<file path="src/rtl/water_level_if.sv">
// water_level_if: recipe-sequencer command channel, valid/ready with op and dispense length.
interface water_level_if;
  logic       cmd_valid;
  logic       cmd_ready;
  logic [1:0] cmd_op;
  logic [7:0] cmd_len;
  modport master (output cmd_valid, cmd_op, cmd_len, input cmd_ready);
  modport slave  (input cmd_valid, cmd_op, cmd_len, output cmd_ready);
endinterface

</file>
<file path="src/rtl/water_level_ctrl.sv">
// water_level_ctrl: bakery water tank fill/dispense/drain/abort controller with interlocks and fill timeout.
// Optional WATER_CTRL_AUTOREFILL_EN: READY refills on its own when the middle sensor drops.
module water_level_ctrl #(
  parameter int FILL_TIMEOUT = 64,
  parameter int DRAIN_TAIL   = 4,
  parameter int TW           = 8
) (
  input  logic         clk,
  input  logic         rst_n,
  input  logic         en,
  water_level_if.slave cmd,
  input  logic         Y_water_base,
  input  logic         Y_water_middle,
  input  logic         Y_water_top,
  input  logic         S_pressure_high,
  output logic         X_water,
  output logic         X_drain,
  output logic         X_dispenser,
  output logic         busy,
  output logic         done,
  output logic         fault,
  output logic         underrun
);
  localparam logic [2:0] S_IDLE = 3'd0, S_FILL = 3'd1, S_READY = 3'd2, S_DISP = 3'd3, S_DRAIN = 3'd4, S_FAULT = 3'd5;
  localparam logic [1:0] OP_FILL = 2'd0, OP_DISP = 2'd1, OP_ABORT = 2'd3;
  logic [2:0]    state_q, state_d;
  logic [TW-1:0] cnt_q, cnt_d, cnt_inc, cnt_dec;
  logic          auto_q, auto_d, done_q, done_d, underrun_q, underrun_d, acc;
  logic          x_water_q, x_drain_q, x_disp_q, busy_q, fault_q;
  assign cmd.cmd_ready = state_q == S_IDLE || state_q == S_READY || cmd.cmd_op == OP_ABORT;
  assign acc           = cmd.cmd_valid && cmd.cmd_ready;
  assign cnt_inc       = &cnt_q ? cnt_q : cnt_q + 1'b1;
  assign cnt_dec       = cnt_q == '0 ? cnt_q : cnt_q - 1'b1;
  always_comb begin
    state_d    = state_q;
    cnt_d      = cnt_q;
    auto_d     = auto_q;
    done_d     = 1'b0;
    underrun_d = acc ? 1'b0 : underrun_q;
    if (acc && cmd.cmd_op == OP_ABORT) begin
      state_d = S_IDLE;
      cnt_d   = '0;
      auto_d  = 1'b0;
      done_d  = 1'b1;
    end else if (acc) begin
      cnt_d  = '0;
      auto_d = 1'b0;
      if (cmd.cmd_op == OP_FILL) begin
        state_d = Y_water_top ? S_READY : S_FILL;
        done_d  = Y_water_top;
      end else if (cmd.cmd_op == OP_DISP) begin
        // zero length or empty tank completes on the spot without leaving the current state
        if (cmd.cmd_len == '0 || !Y_water_base) begin
          done_d     = 1'b1;
          underrun_d = cmd.cmd_len != '0;
        end else begin
          state_d = S_DISP;
          cnt_d   = TW'(cmd.cmd_len);
        end
      end else begin
        state_d = S_DRAIN;
      end
    end else begin
      case (state_q)
        S_FILL:
          if (Y_water_top) begin
            state_d = S_READY;
            done_d  = !auto_q;
            auto_d  = 1'b0;
          end else if (en) begin
            cnt_d = cnt_inc;
            if (cnt_inc >= TW'(FILL_TIMEOUT)) begin
              state_d = S_FAULT;
              auto_d  = 1'b0;
            end
          end
        S_DISP:
          if (!Y_water_base) begin
            state_d    = S_IDLE;
            underrun_d = 1'b1;
            done_d     = 1'b1;
          end else if (en && S_pressure_high) begin
            cnt_d = cnt_dec;
            if (cnt_q <= TW'(1)) begin
              state_d = S_READY;
              done_d  = 1'b1;
            end
          end
        // the tail only counts while the tank reads empty; a refilling inlet restarts it
        S_DRAIN:
          if (Y_water_base) cnt_d = '0;
          else if (en) begin
            cnt_d = cnt_inc;
            if (cnt_inc >= TW'(DRAIN_TAIL)) begin
              state_d = S_IDLE;
              done_d  = 1'b1;
            end
          end
`ifdef WATER_CTRL_AUTOREFILL_EN
        S_READY:
          if (!Y_water_middle) begin
            state_d = S_FILL;
            cnt_d   = '0;
            auto_d  = 1'b1;
          end
`endif
        default: ;
      endcase
    end
  end
  always_ff @(posedge clk or negedge rst_n)
    if (!rst_n) begin
      state_q    <= S_IDLE;
      cnt_q      <= '0;
      auto_q     <= 1'b0;
      done_q     <= 1'b0;
      underrun_q <= 1'b0;
      x_water_q  <= 1'b0;
      x_drain_q  <= 1'b0;
      x_disp_q   <= 1'b0;
      busy_q     <= 1'b0;
      fault_q    <= 1'b0;
    end else begin
      state_q    <= state_d;
      cnt_q      <= cnt_d;
      auto_q     <= auto_d;
      done_q     <= done_d;
      underrun_q <= underrun_d;
      x_water_q  <= state_d == S_FILL;
      x_drain_q  <= state_d == S_DRAIN;
      x_disp_q   <= state_d == S_DISP && S_pressure_high && Y_water_base;
      busy_q     <= state_d == S_FILL || state_d == S_DISP || state_d == S_DRAIN;
      fault_q    <= state_d == S_FAULT;
    end
  assign X_water     = x_water_q;
  assign X_drain     = x_drain_q;
  assign X_dispenser = x_disp_q;
  assign busy        = busy_q;
  assign done        = done_q;
  assign fault       = fault_q;
  assign underrun    = underrun_q;
endmodule
</file>
<file path="src/flat_wrapper.sv">
// flat-port wrapper written by rule: the top's interface ports become plain ports
module water_level_ctrl_flat 
#(
  parameter int FILL_TIMEOUT = 64,
  parameter int DRAIN_TAIL   = 4,
  parameter int TW           = 8
)
  (clk, rst_n, en, Y_water_base, Y_water_middle, Y_water_top, S_pressure_high, X_water, X_drain, X_dispenser, busy, done, fault, underrun, cmd_cmd_valid, cmd_cmd_op, cmd_cmd_len, cmd_cmd_ready);
  water_level_if cmd_i ();
  input  logic clk;
  input  logic rst_n;
  input  logic en;
  input  logic Y_water_base;
  input  logic Y_water_middle;
  input  logic Y_water_top;
  input  logic S_pressure_high;
  output logic X_water;
  output logic X_drain;
  output logic X_dispenser;
  output logic busy;
  output logic done;
  output logic fault;
  output logic underrun;
  input wire logic [$bits(cmd_i.cmd_valid)-1:0] cmd_cmd_valid;
  input wire logic [$bits(cmd_i.cmd_op)-1:0] cmd_cmd_op;
  input wire logic [$bits(cmd_i.cmd_len)-1:0] cmd_cmd_len;
  output wire logic [$bits(cmd_i.cmd_ready)-1:0] cmd_cmd_ready;
  assign cmd_i.cmd_valid = cmd_cmd_valid;
  assign cmd_i.cmd_op = cmd_cmd_op;
  assign cmd_i.cmd_len = cmd_cmd_len;
  assign cmd_cmd_ready = cmd_i.cmd_ready;
  water_level_ctrl #(.FILL_TIMEOUT(FILL_TIMEOUT), .DRAIN_TAIL(DRAIN_TAIL), .TW(TW)) u_core (.clk(clk), .rst_n(rst_n), .en(en), .cmd(cmd_i), .Y_water_base(Y_water_base), .Y_water_middle(Y_water_middle), .Y_water_top(Y_water_top), .S_pressure_high(S_pressure_high), .X_water(X_water), .X_drain(X_drain), .X_dispenser(X_dispenser), .busy(busy), .done(done), .fault(fault), .underrun(underrun));
endmodule
</file>
<file path="config.mk">
export PLATFORM = sky130hd
export DESIGN_NAME = water_level_ctrl_flat
export DESIGN_NICKNAME = d
export VERILOG_FILES = /design/src/rtl/water_level_if.sv /design/src/rtl/water_level_ctrl.sv /design/src/flat_wrapper.sv
export SDC_FILE = /design/constraint.sdc
export NUM_CORES = 1
export LEC_CHECK = 0
export ABC_CLOCK_PERIOD_IN_PS = 2200
export BUFFER_PORTS_ARGS = -buffer_cell sky130_fd_sc_hd__buf_2
export CAP_MARGIN = 5
export CORE_MARGIN = 4
export CORE_UTILIZATION = 51
export CTS_CLUSTER_DIAMETER = 150
export DETAILED_ROUTE_END_ITERATION = 16
export GPL_TIMING_DRIVEN = 0
export PLACE_DENSITY = 0.78
export SYNTH_ARGS = -nofsm -noshare
export SYNTH_HDL_FRONTEND = slang
export SYNTH_SLANG_ARGS = --single-unit
</file>
<file path="constraint.sdc">
create_clock -name clk -period 2.2 [get_ports clk]
set_clock_uncertainty 0.1 [all_clocks]
set_input_delay 0.44 -clock clk [delete_from_list [all_inputs] [get_ports clk]]
set_output_delay 0.44 -clock clk [all_outputs]
set_load 0.02 [all_outputs]
</file>
==> out/summary.txt, run 1 <==
Drt total wl: 4.750 mm
Number of enable flip-flop cells after synthesis: 0
Post-Syn Area: 0.001645 mm2
Crit Path Max Fanout: 10
Mean Syn Cell Area: 8.026 um2
Pwr/cell area: 1232 mW/mm2
Final setup viols: 1
Max H-tree Level: 1
Worst-skew pair later-pin latency: 310 ps
Clk buf depth: 2
Synth top area share: 0.2738
GR Overflow Total: 0
Largest net degree at the start of global routing: 19
First-pass DRT Iterations: 4
Switching Share: 0.4910
Flop pwr share: 0.223
Sequential area share after synthesis: 0.2738
Unrepaired setup endpoints after global routing: yes
Pleak: 0.8301 nW
Initial DRC count: 112
CTS tree: built
Int Pwr: 1.231 mW
Cells after synthesis: 205
ANT nets after route: 0
YS warnings: 0
Commonest non-fill, non-tap cell in the layout: nand2_1
Comb power frac: 0.687
Syn Nets: 227
DIE WIDTH: 64.80 um
Initial antenna violation count: 0
Clk root buf: clkbuf_4
Rel. slew slack: 0.2610
Min setup slack post-route: -2.421 ps
Critical R2R Launch: u_core.cnt_q[3]
Row cnt: 20
Largest family of logic cells by synthesized area: simple AND/OR/NAND/NOR gates
Compound-Gate Fraction of Synth Area: 0.2654
Worst-path clk slew: 130 ps
Post-layout instance area: 0.001963 mm2
Chip height: 64.80 um
Placer Congestion: 0.9313
FF-to-FF path depth: 6
First-pass GRT wire length: 7.410 mm
Hold_sp: S_pressure_high
Final Cycle Share: 1.001
Post-synthesis mux area share: 0.02433
Violated checks: negative setup slack
Period minus WS final: 2202 ps
Core Region: 0.003078 mm2
Worst-case vdd ir drop: 0.0006878 V
CP arrival: 2300 ps
Final Power: 2.418 mW
Filler cells: 281
Synth Area in Simple Gates: 0.3103
Clk sinks: 18
Synth top area cells: dfrtp_1, nand2_1, buf_2, a32o_1, ha_1
Antenna diode count: 0
Post-detail-place hpwl: 3.235 mm
Min Hold Slack: 317.5 ps
Area grow syn2layout: 19.32%
Final max-slew violation count: 0
WL/cell: 17.21 um
Netlist cell types: 56
Setup TNS: -2.421 ps
Via count: 1,726
Hold Crit Endpoint: u_core.X_dispenser
Final hold violation count: 0
Critical path endpoint category: flip-flop
CTS buffer count: 3
Xor-xnor portion of the synthesized cell area: 0.02129
Ys flop type: dfrtp_1
Worst path required time: 2300 ps
Nets: 255
Worst slack at placement: -194.8 ps
Outcome: finished, violations left
Placed cell areas: 0.001810 mm2
Hold Crit Depth: 3
Area leader, netlist: dfrtp_1
Async SR Flop Fraction: 1.000
Initial core utilization: 0.5346
Hold WC Path Type: in -> reg
Critical path type: reg -> reg
Clock power frac: 0.090
Most frequent cells in the layout: nand2_1, buf_2, dfrtp_1, nor2_1, o21ai_0
Synth Area in Adders: 0.03042
Share of layout cells above drive strength 1: 0.3017
Vias in the first global route: 1,541
R2r setup slk: -2 ps
Slew @ Worst Pin: 1106 ps
Critical path launch point type: flip-flop
Max Clk Rate: 0.4540 GHz
Ports: 26
Die area: 0.004199 mm2
Reg2reg end: u_core.fault
DRC Markers: 0
MaxCap Viol Count: 0
#FFs+latches synth: 18
Net switching power: 1.187 mW
IO buf count: 22
Drt via density: 6.254
Gr usage total: 0.2229
==> power groups by stage <==
| stage | Sequential, mW | Clock [mW] | Combinational, mW |
|---|---|---|---|
| 2_1_floorplan | 0.546 | 0 | 1.13 |
| 3_3_place_gp | 0.503 | 0 | 1.48 |
| 3_5_place_dp | 0.507 | 0 | 1.49 |
| 4_1_cts | 0.528 | 0.218 | 1.56 |
| 5_1_grt | 0.548 | 0.236 | 1.81 |
| 6_report | 0.540 | 0.217 | 1.66 |
==> metrics by stage <==
step,instances,util
after detailed placement,271,0.5882
after global routing,276,0.6378
final,276,0.6378
after floorplan,205,-
after CTS,277,0.6183
after global placement,271,0.5882
==> kinds of logic after synthesis <==
family                   after synthesis
XOR/XNOR                               4
flip-flops                            18
adder cells (fa/ha/maj)                4
AO/OA/AOI/OAI                         56
AND/OR/NAND/NOR                       92
multiplexers                           4
buffers and inverters                 27
==> worst max-delay path, cell delays in order, from the launching register on <==
cell and delay, ps:
dfrtp_2 510, or4_4 460, nor3_4 210, o2111ai_4 180, a221oi_4 380, inv_2 70
and3_4 170
==> metal layers <==
layer	GRT usage	vias to the layer above	wire, um
met3	0.02080	12	284
met4	0.06069	0	125
li1	-	819	-
met2	0.3704	84	2257
met1	0.3084	811	2082
met5	0	-	0
==> state kept, by name (all words and copies together) (netlist names) <==
name                flops
u_core.done             1
u_core.fault            1
u_core.state_q          3
u_core.X_water          1
u_core.X_drain          1
u_core.cnt_q            8
u_core.underrun         1
u_core.busy             1
u_core.X_dispenser      1
==> cells in the mapped netlist (2+ instances only) <==
cell type / number
dfrtp_1: 18
and3_1: 2
or4_1: 2
nor2_1: 10
nor3b_1: 2
o211ai_1: 3
nor4_1: 2
nand3_1: 7
nor3_4: 2
nor4b_1: 4
a31oi_1: 5
ha_1: 4
clkbuf_1: 7
o21ai_0: 10
nand3b_1: 3
buf_2: 11
or2_2: 2
nand2_1: 32
xnor2_1: 3
o221ai_1: 5
a21oi_1: 6
nand4_1: 6
nor3_1: 5
a22o_1: 3
nand2b_1: 2
and2_1: 3
a32o_1: 5
o21a_1: 3
inv_1: 7
nor2b_1: 2
mux2i_1: 4
==> what timing repair did <==
item                                   CTS  global route
hold buffers                             1             0
endpoints found under the hold margin   18             0
setup endpoints to repair               13            14
buffers inserted                         4             1
gates cloned                             0             0
pin swaps                                7             6
resized for setup                        8            19
==> final cells by class <==
type / instances / area [um2] / area share
well taps: 44 / 55.05 / 0.02804
repair buffers: 28 / 157.7 / 0.08031
clock buffers: 4 / 36.28 / 0.01848
flip-flops and latches: 18 / 452.9 / 0.2307
inverters: 8 / 30.03 / 0.01530
plain buffers: 14 / 72.57 / 0.03697
multi-input cells: 160 / 1159 / 0.5902
==> worst max path at each step <==
| stage | slack (ps) | startpoint | endpoint |
|---|---|---|---|
| after CTS | -80 | u_core.cnt_q[5] | u_core.fault |
| after global routing | -50 | u_core.cnt_q[2] | u_core.fault |
| after global placement | -190 | cmd_cmd_len[5] | u_core.X_water |
| after floorplan | 40 | u_core.state_q[0] | u_core.cnt_q[4] |
| final | -2 | u_core.cnt_q[3] | u_core.fault |
| after detailed placement | -190 | cmd_cmd_len[5] | u_core.X_water |
Note: power is estimated with default switching activity, not from simulation.
==> run 2: changes to the inputs <==
--- a/config.mk
+++ b/config.mk
@@ -14,6 +14,7 @@
 export DETAILED_ROUTE_END_ITERATION = 16
 export GPL_TIMING_DRIVEN = 0
 export PLACE_DENSITY = 0.78
+export SETUP_SLACK_MARGIN = 0.02
 export SYNTH_ARGS = -nofsm -noshare
 export SYNTH_HDL_FRONTEND = slang
 export SYNTH_SLANG_ARGS = --single-unit
==> run 2 against run 1 <==
Compared with the run above: the flow now finishes without violations; total power grew 3.2%; die area is the same; highest routed layer unchanged; core utilization grew 1.5 points; setup slack gained 22 ps.
==> out/summary.txt, run 2 (synthesized netlist as in run 1, its figures left out) <==
Initial core utilization: 0.5346 (unchanged)
Core Region: 0.003078 mm2 (unchanged)
Top flop regs: u_core.cnt_q x8, u_core.state_q x3 (unchanged)
Max Clk Rate: 0.4585 GHz (was 0.4540 GHz)
Clk root buf: clkbuf_4 (unchanged)
WL/cell: 17.15 um (was 17.21 um)
Crit Path Max Fanout: 6 (was 10)
Slew @ Worst Pin: 1014 ps (was 1106 ps)
Ports: 26 (unchanged)
Final Cycle Share: 0.9913 (was 1.001)
Min setup slack post-route: 19.10 ps (was -2.421 ps)
Worst slack at placement: -194.8 ps (unchanged)
Placed cell areas: 0.001810 mm2 (unchanged)
Core Util, Final: 0.6533 (was 0.6378)
Antenna diode count: 0 (unchanged)
ANT nets after route: 0 (unchanged)
Final max-slew violation count: 0 (unchanged)
Pwr/cell area: 1241 mW/mm2 (was 1232 mW/mm2)
Via count: 1,755 (was 1,726)
Final hold violation count: 0 (unchanged)
Commonest non-fill, non-tap cell in the layout: nand2_1 (unchanged)
Critical R2R Launch: u_core.cnt_q[2] (was u_core.cnt_q[3])
DIE WIDTH: 64.80 um (unchanged)
Chip height: 64.80 um (unchanged)
Gr usage total: 0.2233 (was 0.2229)
Rel. slew slack: 0.3229 (was 0.2610)
Initial antenna violation count: 0 (unchanged)
R2r setup slk: 20 ps (was -2 ps)
DRC Markers: 0 (unchanged)
Critical path type: reg -> reg (unchanged)
Area grow syn2layout: 22.21% (was 19.32%)
Most frequent cells in the layout: nand2_1, buf_2, dfrtp_1, nor2_1, o21ai_0 (unchanged)
Nets: 258 (was 255)
Hold WC Path Type: in -> reg (unchanged)
MaxCap Viol Count: 0 (unchanged)
CP arrival: 2280 ps (was 2300 ps)
Reg2reg end: u_core.fault (unchanged)
Initial DRC count: 154 (was 112)
Worst path required time: 2300 ps (about the same)
Max H-tree Level: 1 (unchanged)
Die area: 0.004199 mm2 (unchanged)
First-pass DRT Iterations: 6 (was 4)
Share of layout cells above drive strength 1: 0.3106 (was 0.3017)
Critical path launch point type: flip-flop (unchanged)
Final setup viols: 0 (was 1)
Outcome: completed (was finished, violations left)
Clk buf depth: 2 (unchanged)
Number of flip-flops in the largest register: 8 (unchanged)
Worst-skew pair later-pin latency: 310 ps (about the same)
Clk sinks: 18 (unchanged)
Post-detail-place hpwl: 3.235 mm (unchanged)
Worst setup path endpoint: u_core.fault (unchanged)
IO buf count: 22 (unchanged)
Critical path endpoint category: flip-flop (unchanged)
First-pass GRT wire length: 7.424 mm (was 7.410 mm)
Biggest register: u_core.cnt_q (unchanged)
GR Overflow Total: 0 (unchanged)
CTS buffer count: 3 (unchanged)
Pleak: 0.8534 nW (was 0.8301 nW)
Filler cells: 276 (was 281)
Drt total wl: 4.784 mm (was 4.750 mm)
Setup TNS: 0 ps (was -2.421 ps)
Row cnt: 20 (unchanged)
Unrepaired setup endpoints after global routing: yes (unchanged)
Period minus WS final: 2181 ps (was 2202 ps)
Placer Congestion: 0.9313 (unchanged)
Post-layout instance area: 0.002011 mm2 (was 0.001963 mm2)
FF-to-FF path depth: 6 (unchanged)
Drt via density: 6.290 (was 6.254)
CTS tree: built (unchanged)
Worst-path clk slew: 130 ps (about the same)
Worst-case vdd ir drop: 0.0006294 V (was 0.0006878 V)
Vias in the first global route: 1,541 (unchanged)
Largest net degree at the start of global routing: 19 (unchanged)
Critical Path Start: u_core.cnt_q[2] (was u_core.cnt_q[3])
[run 2: final cells by class]
| type | count | area [um2] | area share |
|---|---|---|---|
| Tap cell | 44 | 55.05 | 0.02738 |
| Sequential cell | 18 | 451.7 | 0.2246 |
| Buffer | 15 | 83.83 | 0.04169 |
| Inverter | 8 | 30.03 | 0.01493 |
| Clock buffer | 4 | 36.28 | 0.01805 |
| Timing Repair Buffer | 30 | 172.7 | 0.08587 |
| Multi-Input combinational cell | 160 | 1181 | 0.5874 |
[run 2: per-layer routing]
metal	up-vias	global-route usage	share of wire
met5	-	0	0
met4	0	0.06069	0.025
met3	10	0.02080	0.066
met2	93	0.3704	0.49
met1	821	0.3094	0.42
li1	831	-	-
[run 2: critical path: stages, from the launching register on]
cell	delay, ps
dfrtp_1	410
or4_4	560
nor3_4	200
o2111ai_4	180
a221oi_4	380
inv_2	70
and3_4	170
[run 2: metrics by stage]
stage	cells	hold slack [ps]	total power, mW
detailed placement	271	297.7	2.002
global route	279	312.4	2.678
finish	279	321.2	2.495
global placement	271	294.4	1.985
floorplan	205	44.41	1.675
CTS	278	310.4	2.319
[run 2: worst min-delay path by stage]
stage                                from            endpoint  slack (ps)  cells after the start
after global placement              rst_n     u_core.cnt_q[7]         290                      1
after floorplan                     rst_n  u_core.X_dispenser          40                      0
after detailed placement            rst_n     u_core.cnt_q[4]         300                      1
after CTS                 S_pressure_high  u_core.X_dispenser         310                      3
final                     S_pressure_high  u_core.X_dispenser         320                      3
after global routing      S_pressure_high  u_core.X_dispenser         310                      3
[run 2: power breakdown]
part | total, mW | internal (mW) | switching (mW)
Combinational | 1.76 | 0.730 | 1.03
Clock | 0.217 | 0.101 | 0.116
Sequential | 0.517 | 0.452 | 0.0650
Total | 2.49 | 1.28 | 1.21
[run 2: what timing repair did]
action / CTS / global route
endpoints found under the setup margin: 14 / 14
pin swaps: 7 / 7
gates cloned: 0 / 0
gates resized for setup: 9 / 22
setup buffers: 4 / 3
endpoints found under the hold margin: 18 / 0
hold buffers: 1 / 0
==> run 3: changes to the inputs <==
--- a/config.mk
+++ b/config.mk
@@ -9,11 +9,11 @@
 export BUFFER_PORTS_ARGS = -buffer_cell sky130_fd_sc_hd__buf_2
 export CAP_MARGIN = 5
 export CORE_MARGIN = 4
-export CORE_UTILIZATION = 51
+export CORE_UTILIZATION = 45
 export CTS_CLUSTER_DIAMETER = 150
 export DETAILED_ROUTE_END_ITERATION = 16
 export GPL_TIMING_DRIVEN = 0
-export PLACE_DENSITY = 0.78
+export PLACE_DENSITY = 0.7
 export SETUP_SLACK_MARGIN = 0.02
 export SYNTH_ARGS = -nofsm -noshare
 export SYNTH_HDL_FRONTEND = slang
==> run 3 against run 2 <==
Compared with the run above: final area up 0.25%; flip-flop and latch count did not move; die area up 12%; non-clock buffer count increased by 1.
==> out/summary.txt, run 3 (synthesized netlist as in run 1, its figures left out) <==
Outcome: completed (unchanged)
Commonest non-fill, non-tap cell in the layout: nand2_1 (unchanged)
Initial core utilization: 0.4780 (was 0.5346)
Placer Congestion: 0.9326 (was 0.9313)
Largest stage delay, worst path: 570 ps (was 560 ps)
Worst-case vdd ir drop: 0.0006158 V (was 0.0006294 V)
CTS buffer count: 3 (unchanged)
Worst-path clk slew: 80 ps (was 130 ps)
Drt via density: 6.007 (was 6.290)
Area grow syn2layout: 22.51% (was 22.21%)
Die area: 0.004687 mm2 (was 0.004199 mm2)
Slew @ Worst Pin: 797.5 ps (was 1014 ps)
Via count: 1,694 (was 1,755)
Share of layout cells above drive strength 1: 0.3093 (was 0.3106)
Chip height: 68.47 um (was 64.80 um)
WP buf/inv: 1 (unchanged)
DIE WIDTH: 68.47 um (was 64.80 um)
Most frequent cells in the layout: nand2_1, buf_2, dfrtp_1 (was nand2_1, buf_2, dfrtp_1, nor2_1, o21ai_0)
CP arrival: 2240 ps (was 2280 ps)
Met3 wire len: 298 um (was 314 um)
CP cell instances: or4_4, nor3_4, o2111ai_4, a221oi_4, inv_2, and3_4 (unchanged)
Worst path required time: 2250 ps (was 2300 ps)
Min setup slack post-route: 13.72 ps (was 19.10 ps)
Multi-input gate area: 0.001162 mm2 (was 0.001181 mm2)
Drt total wl: 4.636 mm (was 4.784 mm)
Initial DRC count: 106 (was 154)
Critical path launch point type: flip-flop (unchanged)
Largest delay share family, worst path: simple AND/OR/NAND/NOR gates (unchanged)
Top flop regs: u_core.cnt_q x8, u_core.state_q x3 (unchanged)
Min Hold Slack: 14.45 ps (was 321.2 ps)
First-pass DRT Iterations: 4 (was 6)
IO buf count: 22 (unchanged)
Biggest register: u_core.cnt_q (unchanged)
Clk sinks: 18 (unchanged)
Final setup viols: 0 (unchanged)
Ports: 26 (unchanged)
GR Overflow Total: 0 (unchanged)
MaxCap Viol Count: 0 (unchanged)
Pleak: 0.8591 nW (was 0.8534 nW)
Worst slack at placement: -180.3 ps (was -194.8 ps)
Row cnt: 21 (was 20)
R2r setup slk: 10 ps (was 20 ps)
Unrepaired setup endpoints after global routing: yes (unchanged)
DRC Markers: 0 (unchanged)
Period minus WS final: 2186 ps (was 2181 ps)
Setup TNS: 0 ps (unchanged)
Nets: 259 (was 258)
Metal2 WL: 2.134 mm (was 2.338 mm)
Worst-skew pair later-pin latency: 260 ps (was 310 ps)
First-pass GRT wire length: 7.362 mm (was 7.424 mm)
Top Layer Used: met4 (unchanged)
CTS tree: built (unchanged)
Clk buf depth: 2 (unchanged)
WL/cell: 16.44 um (was 17.15 um)
Max H-tree Level: 1 (unchanged)
Core Region: 0.003442 mm2 (was 0.003078 mm2)
Met1 WL: 2.136 mm (was 2.011 mm)
Largest net degree at the start of global routing: 19 (unchanged)
Max Clk Rate: 0.4574 GHz (was 0.4585 GHz)
Initial antenna violation count: 0 (unchanged)
Final max-slew violation count: 0 (unchanged)
Pwr/cell area: 1242 mW/mm2 (was 1241 mW/mm2)
Clk root buf: clkbuf_8 (was clkbuf_4)
Register area: 451.7 um2 (unchanged)
Rel. slew slack: 0.4672 (was 0.3229)
Number of flip-flops in the largest register: 8 (unchanged)
Final hold violation count: 0 (unchanged)
Antenna diode count: 0 (unchanged)
Final Cycle Share: 0.9938 (was 0.9913)
Vias in the first global route: 1,495 (was 1,541)
Filler cells: 322 (was 276)
Critical path type: reg -> reg (unchanged)
ANT nets after route: 0 (unchanged)
CP max-delay cell: or4_4 (unchanged)
Post-detail-place hpwl: 3.249 mm (was 3.235 mm)
Hold WC Path Type: in -> async (was in -> reg)
Crit Path Max Fanout: 6 (unchanged)
Gr usage total: 0.2113 (was 0.2233)
Critical path endpoint category: flip-flop (unchanged)
-- run 3: cell types whose count changed in the layout (fill, tap and decap cells not counted), moves of 2 or more --
cell	delta
clkbuf_4	-5
buf_4	+3
o21ai_0	+2
o21ai_1	-2
clkbuf_8	+3
-- run 3: power breakdown --
part	internal, mW	switching, mW
Sequential	0.453	0.0634
Clock	0.159	0.123
Combinational	0.700	1.01
-- run 3: routing by layer --
| metal | GRT usage | vias up |
|---|---|---|
| met2 | 0.3159 | 55 |
| met1 | 0.3064 | 800 |
| met4 | 0.05707 | 0 |
| li1 | - | 832 |
| met3 | 0.04269 | 7 |
| met5 | 0 | - |
-- run 3: area by class of cell --
cell class | count | area share
plain buffers | 15 | 0.04035
multi-input cells | 160 | 0.5767
well taps | 46 | 0.02855
inverters | 8 | 0.01490
clock buffers | 4 | 0.02731
repair buffers | 31 | 0.08814
flip-flops and latches | 18 | 0.2241
-- run 3: per-stage QoR --
step	total power, mW	util	cell area (um2)	std cells
after floorplan	1.675	-	1645	205
after CTS	2.386	0.5613	1932	280
final	2.503	0.5856	2016	282
after global placement	2.006	0.5267	1813	273
after global routing	2.685	0.5856	2016	282
after detailed placement	2.009	0.5267	1813	273
-- run 3: final timing paths --
check / startpoint / endpoint / depth (start not counted)
max in group asynchronous: rst_n / u_core.cnt_q[4] / 1
setup reg to reg: u_core.cnt_q[2] / u_core.fault / 6
hold reg to reg: u_core.underrun / u_core.underrun / 2
setup / recovery: u_core.cnt_q[2] / u_core.fault / 6
min in group clk: S_pressure_high / u_core.X_dispenser / 3
hold / removal: rst_n / u_core.cnt_q[3] / 1
-- run 3: worst reg2reg max path: stages (launching register included) --
cell       delay, ps
dfrtp_1          410
or4_4            570
nor3_4           190
o2111ai_4        180
a221oi_4         390
inv_2             70
and3_4           170
-- run 3: timing repair --
action                                  in CTS  in global routing
gates cloned                                 0                  0
pin swaps                                    6                 10
resized for setup                            6                 22
endpoints found under the setup margin      12                 13
hold buffers                                 0                  0
setup buffers                                4                  5
